`src/rtl/fifo_pkg.sv`:
```
// Shared FIFO definitions: overflow handling policy and drop-counter width.
package fifo_pkg;

  // Policy applied when a write arrives while the FIFO is full and no read frees a slot.
  typedef enum logic {
    DROP_NEW         = 1'b0,
    OVERWRITE_OLDEST = 1'b1
  } overflow_mode_e;

  localparam int unsigned DROP_COUNT_BITS = 16;

endpackage

```
`src/rtl/ring_fifo_mem.sv`:
```
// Ring FIFO storage array: one synchronous write port, one asynchronous read port.
// Ports:
//   clk        - write clock
//   write_en   - store write_data at write_addr on the rising edge
//   write_addr - write slot
//   write_data - word to store
//   read_addr  - read slot
//   read_data  - contents of read_addr (combinational)
module ring_fifo_mem #(
  parameter int unsigned DATA_BITS    = 8,
  parameter int unsigned ADDRESS_BITS = 4
) (
  input  logic                    clk,
  input  logic                    write_en,
  input  logic [ADDRESS_BITS-1:0] write_addr,
  input  logic [DATA_BITS-1:0]    write_data,
  input  logic [ADDRESS_BITS-1:0] read_addr,
  output logic [DATA_BITS-1:0]    read_data
);

  logic [DATA_BITS-1:0] mem [2**ADDRESS_BITS];

  // Contents are deliberately not reset; the pointers guard against stale slots.
  always_ff @(posedge clk) begin
    if (write_en) begin
      mem[write_addr] <= write_data;
    end
  end

  assign read_data = mem[read_addr];

endmodule

```
`src/rtl/ring_fifo.sv`:
```
// Single-clock first-word-fall-through ring FIFO with selectable overflow policy.
// Ports:
//   clk              - clock, all state changes on the rising edge
//   reset            - asynchronous active-low reset
//   in_write/in_data - write strobe and data
//   in_read          - consume the head word
//   in_flush         - synchronous clear of stored words (highest priority)
//   out_data         - head word, 0 when empty
//   out_valid        - FIFO non-empty
//   out_full         - count == DEPTH
//   out_almost_full  - count >= ALMOST_FULL_LEVEL
//   out_almost_empty - count <= ALMOST_EMPTY_LEVEL
//   out_count        - stored word count
//   out_overflow     - one-cycle pulse the cycle after an overflow edge
//   out_drop_count   - words lost to overflow since reset, saturating
module ring_fifo
  import fifo_pkg::*;
#(
  parameter int unsigned    DATA_BITS          = 8,
  parameter int unsigned    ADDRESS_BITS       = 4,
  parameter overflow_mode_e OVERFLOW_MODE      = DROP_NEW,
  parameter int unsigned    ALMOST_FULL_LEVEL  = (2 ** ADDRESS_BITS) - 2,
  parameter int unsigned    ALMOST_EMPTY_LEVEL = 2
) (
  input  logic                       clk,
  input  logic                       reset,
  input  logic                       in_write,
  input  logic [DATA_BITS-1:0]       in_data,
  input  logic                       in_read,
  input  logic                       in_flush,
  output logic [DATA_BITS-1:0]       out_data,
  output logic                       out_valid,
  output logic                       out_full,
  output logic                       out_almost_full,
  output logic                       out_almost_empty,
  output logic [ADDRESS_BITS:0]      out_count,
  output logic                       out_overflow,
  output logic [DROP_COUNT_BITS-1:0] out_drop_count
);

  localparam int unsigned PTR_BITS = ADDRESS_BITS + 1;

  logic [PTR_BITS-1:0]        wr_ptr;
  logic [PTR_BITS-1:0]        rd_ptr;
  logic [PTR_BITS-1:0]        wr_ptr_next;
  logic [PTR_BITS-1:0]        rd_ptr_next;
  logic [PTR_BITS-1:0]        count;
  logic [DROP_COUNT_BITS-1:0] drop_count;
  logic [DROP_COUNT_BITS-1:0] drop_count_next;
  logic                       overflow;
  logic                       overflow_next;
  logic                       empty;
  logic                       full;
  logic                       do_read;
  logic                       mem_write;
  logic [DATA_BITS-1:0]       mem_data;

  // Extra pointer MSB distinguishes full from empty when the address bits match.
  assign empty = (wr_ptr == rd_ptr);
  assign full  = (wr_ptr[ADDRESS_BITS] != rd_ptr[ADDRESS_BITS]) &&
                 (wr_ptr[ADDRESS_BITS-1:0] == rd_ptr[ADDRESS_BITS-1:0]);
  assign count = wr_ptr - rd_ptr;

  // Status decoded straight from registered pointers: zero read latency.
  assign out_data         = empty ? '0 : mem_data;
  assign out_valid        = !empty;
  assign out_full         = full;
  assign out_count        = count;
  assign out_almost_full  = 32'(count) >= ALMOST_FULL_LEVEL;
  assign out_almost_empty = 32'(count) <= ALMOST_EMPTY_LEVEL;
  assign out_overflow     = overflow;
  assign out_drop_count   = drop_count;

  // Next-state: flush beats everything; a read on empty is ignored, so
  // read+write on empty simply stores the word.
  always_comb begin
    wr_ptr_next     = wr_ptr;
    rd_ptr_next     = rd_ptr;
    drop_count_next = drop_count;
    overflow_next   = 1'b0;
    mem_write       = 1'b0;
    do_read         = in_read && !empty;

    if (in_flush) begin
      wr_ptr_next = '0;
      rd_ptr_next = '0;
    end else if (in_write && full && !do_read) begin
      overflow_next = 1'b1;
      if (drop_count != '1) begin
        drop_count_next = drop_count + DROP_COUNT_BITS'(1);
      end
      if (OVERFLOW_MODE == OVERWRITE_OLDEST) begin
        // Oldest slot is the one being written; advancing both keeps count at DEPTH.
        mem_write   = 1'b1;
        wr_ptr_next = wr_ptr + PTR_BITS'(1);
        rd_ptr_next = rd_ptr + PTR_BITS'(1);
      end
    end else begin
      if (in_write) begin
        mem_write   = 1'b1;
        wr_ptr_next = wr_ptr + PTR_BITS'(1);
      end
      if (do_read) begin
        rd_ptr_next = rd_ptr + PTR_BITS'(1);
      end
    end
  end

  // State register.
  always_ff @(posedge clk or negedge reset) begin
    if (!reset) begin
      wr_ptr     <= '0;
      rd_ptr     <= '0;
      drop_count <= '0;
      overflow   <= 1'b0;
    end else begin
      wr_ptr     <= wr_ptr_next;
      rd_ptr     <= rd_ptr_next;
      drop_count <= drop_count_next;
      overflow   <= overflow_next;
    end
  end

  ring_fifo_mem #(
    .DATA_BITS    (DATA_BITS),
    .ADDRESS_BITS (ADDRESS_BITS)
  ) u_mem (
    .clk        (clk),
    .write_en   (mem_write && reset),
    .write_addr (wr_ptr[ADDRESS_BITS-1:0]),
    .write_data (in_data),
    .read_addr  (rd_ptr[ADDRESS_BITS-1:0]),
    .read_data  (mem_data)
  );

endmodule

```
`config.mk`:
```
export PLATFORM = sky130hd
export DESIGN_NAME = ring_fifo
export DESIGN_NICKNAME = d
export VERILOG_FILES = /design/src/rtl/fifo_pkg.sv /design/src/rtl/ring_fifo_mem.sv /design/src/rtl/ring_fifo.sv
export SDC_FILE = /design/constraint.sdc
export NUM_CORES = 1
export LEC_CHECK = 0
export CORE_ASPECT_RATIO = 1.4
export CORE_UTILIZATION = 45
export DETAILED_ROUTE_END_ITERATION = 8
export HOLD_SLACK_MARGIN = 0.02
export SYNTH_ARGS = -nofsm -noshare
export SYNTH_HDL_FRONTEND = slang
export SYNTH_HIERARCHICAL = 1
export SYNTH_SLANG_ARGS = --single-unit
export TNS_END_PERCENT = 30
```
`constraint.sdc`:
```
create_clock -name clk -period 9.8 [get_ports clk]
set_clock_uncertainty 0.05 [all_clocks]
set_input_delay 0.98 -clock clk [delete_from_list [all_inputs] [get_ports clk]]
set_output_delay 0.98 -clock clk [all_outputs]
set_load 0.02 [all_outputs]
```
==> results by group <==
Setup path
  • Reg-to-reg endpoint: u_mem/mem[0][7]$_DFFE_PP_
  • Worst reg2reg path depth: 7
  • Crit. Startpoint: rd_ptr[0]$_DFFE_PN0P_
  • Worst Path Required: 8.77 ns
  • CP startpoint kind: flip-flop
  • Crit. End Element: output port
  • WP data arrival: 3.12 ns
  • CP Class: flip-flop to output port
  • Worst r2r src: wr_ptr[0]$_DFFE_PN0P_
  • CP max FO: 35
  • Flop2flop setup slack: 6.07 ns
  • CP endpoint: out_data[3]

Placement
  • Dpl hpwl: 8780 µm
  • Buffers added on ports: 46
  • Final Wtd Congestion: 0.768
  • Worst slack at placement: 5.70 ns
  • Cell Area, Placed: 7200 µm²

Timing
  • Setup_tns: 0 ns
  • RSZ-0062 raised after global routing: no
  • Slew Viols, Final: 0
  • Final WS setup: 5.65 ns
  • Crit share post-route: 42.4%
  • Fin crit period: 4.15 ns
  • Slew HR: 21.7%
  • Measured slew at the worst slew-check pin: 1.17 ns
  • Fmax achieved: 0.241 GHz
  • Final hold vios: 0
  • Final setup viols: 0

Power and ir drop
  • Pwr/cell area: 206 nW/µm²
  • VDD IR max: 0.179 mV
  • Leak Pwr: 2.66 nW
  • Pwr Total: 1.59 mW

GRT
  • First-pass GRT wire length: 20400 µm
  • Total GRT Usage: 18.6%
  • Antenna violations before repair: 0
  • Pin count of the biggest net entering global routing: 36
  • Global route overflow: 0
  • Vias in the first global route: 3657

Clock tree
  • Post-CTS Setup Bufs: 0
  • Clk slew on worst S/H paths: 0.06 ns
  • Clk Tree Root Cell: clkbuf_16
  • CTS sink cnt: 155
  • CTS resizes: 0
  • CTS Buf Count: 17
  • CTS tree: done
  • H-tree Lvls: 4
  • Hold-fix buffers, CTS: 0
  • Clk_lat worst skew: 0.42 ns
  • CTS Buffer Depth: 2

Layout
  • Share of layout cells above drive strength 1: 13.4%
  • Fin area: 7750 µm²
  • Fin util: 54.9%
  • P&R area growth vs syn: 17.9%
  • N_diodes: 0
  • Post-layout nets: 457

Die
  • Num ports: 47
  • Die X: 104 µm
  • Num rows: 51
  • Initial Util: 46.6%
  • Die height: 145 µm
  • Core region area: 14100 µm²
  • Die ar.: 15100 µm²

Drt
  • Initial DRC count: 191
  • DR pass1 iterations: 4
  • Final ANT Viol Nets: 0
  • DR vias/cell: 5.55
  • DRC: 0
  • DR WL/cell: 20.6 µm
  • Final wirelength: 13100 µm
  • Via Count: 3517

Yosys
  • Most common cell in the netlist: edfxtp_1
  • Post-synth design cell area: 6570 µm²
  • Number of synthesized flops with an enable pin: 128
  • Post-synth top cells: edfxtp_1, dfrtp_1, nor2_1, xor2_1, mux4_2
  • Yosys cell types: 46
  • Async S/R FF share, synth: 17.4%
  • Synth area leader: edfxtp_1
  • Synth top area share: 58.5%
  • Mapped Nets: 401
  • Syn Inst Count: 380
  • Syn avg cell area: 17.3 µm²
  • Yosys reg bits: 155
  • Yosys warning total: 6
  • Sequential-to-total area share from yosys stat: 68.8%
  • Most used DFF post-synth: edfxtp_1
  • Largest cells by area after synthesis: edfxtp_1, dfrtp_1, mux4_2, mux4_1, xor2_1

Outcome
  • Run status: completed

Flow run
  • Max_cap viols: 0

Min path
  • Hold Path Class: flip-flop to flip-flop
[placed cells by master, fill, tap and decap left out, types with 9 or more instances in the layout]
cell type	instances
dfrtp_1	26
clkdlybuf4s50_1	46
mux4_2	18
nor2b_1	10
nor3_1	9
xor2_1	19
inv_1	9
nor2_1	24
a22oi_1	16
nand2_1	17
edfxtp_1	128
mux4_1	14
clkbuf_16	17
[per-layer routing]
layer  GRT usage, %  wire length (µm)  up-vias
met2           32.7              6980       91
met4           7.57               306        0
met1           21.9              5280     1783
met3           4.09               493       21
met5              0                 0        -
li1               -                 -     1622
[kinds of logic (layout without fill, tap and decap cells)]
group / Yosys count / after routing / share of synthesized area, %
AOI/OAI and AO/OA: 34 / 34 / 3.60
xor gates and xnor gates: 24 / 24 / 3.20
adders and majority gates: 8 / 8 / 1.64
buffers and inverters: 23 / 92 / 2.19
DFF: 155 / 155 / 68.8
muxes: 35 / 35 / 12.2
and+or+nand+nor: 101 / 101 / 8.36
[cell type report]
cell class	count	area (µm²)
inverter	9	33.8
clock inverter	14	116
timing repair buffer	51	498
sequential	155	4520
tap	185	231
fill	1133	6350
multi-input combinational	202	1920
clock buffer	18	429
[worst max-delay path: stages (launching register included)]
cell and delay (ns):
dfrtp_2 0.36, buf_4 0.53, mux4_1 0.68, a22oi_1 0.34, nand2_1 0.09, nor2b_1 0.13
clkdlybuf4s50_1 0.56
[per-stage QoR]
stage / cells / hold slack [ns]
2_1_floorplan: 380 / 0.511
3_3_place_gp: 602 / 0.433
3_5_place_dp: 602 / 0.448
4_1_cts: 634 / 0.465
5_1_grt: 634 / 0.479
6_report: 634 / 0.455
[report_power, final]
| group | internal [mW] | total, mW | switching [mW] |
|---|---|---|---|
| registers | 0.721 | 0.728 | 0.00736 |
| clock network | 0.329 | 0.592 | 0.263 |
| logic | 0.129 | 0.274 | 0.145 |
[registers in the layout, summed over array words and instances, names as in the netlist]
register,flops
out_overflow,1
wr_ptr,5
out_drop_count,16
u_mem/mem,128
rd_ptr,5
[how the worst min path moves through the flow]
stage / from / endpoint / slack, ns / cells after the start
2_1_floorplan: rd_ptr[4]$_DFFE_PN0P_ / rd_ptr[4]$_DFFE_PN0P_ / 0.51 / 2
3_3_place_gp: out_drop_count[7]$_DFFE_PN0P_ / out_drop_count[7]$_DFFE_PN0P_ / 0.43 / 1
4_1_cts: out_drop_count[7]$_DFFE_PN0P_ / out_drop_count[7]$_DFFE_PN0P_ / 0.46 / 1
6_report: out_drop_count[7]$_DFFE_PN0P_ / out_drop_count[7]$_DFFE_PN0P_ / 0.45 / 1
3_5_place_dp: out_drop_count[7]$_DFFE_PN0P_ / out_drop_count[7]$_DFFE_PN0P_ / 0.45 / 1
5_1_grt: out_drop_count[7]$_DFFE_PN0P_ / out_drop_count[7]$_DFFE_PN0P_ / 0.48 / 1
(Power assumes the default switching activity.)
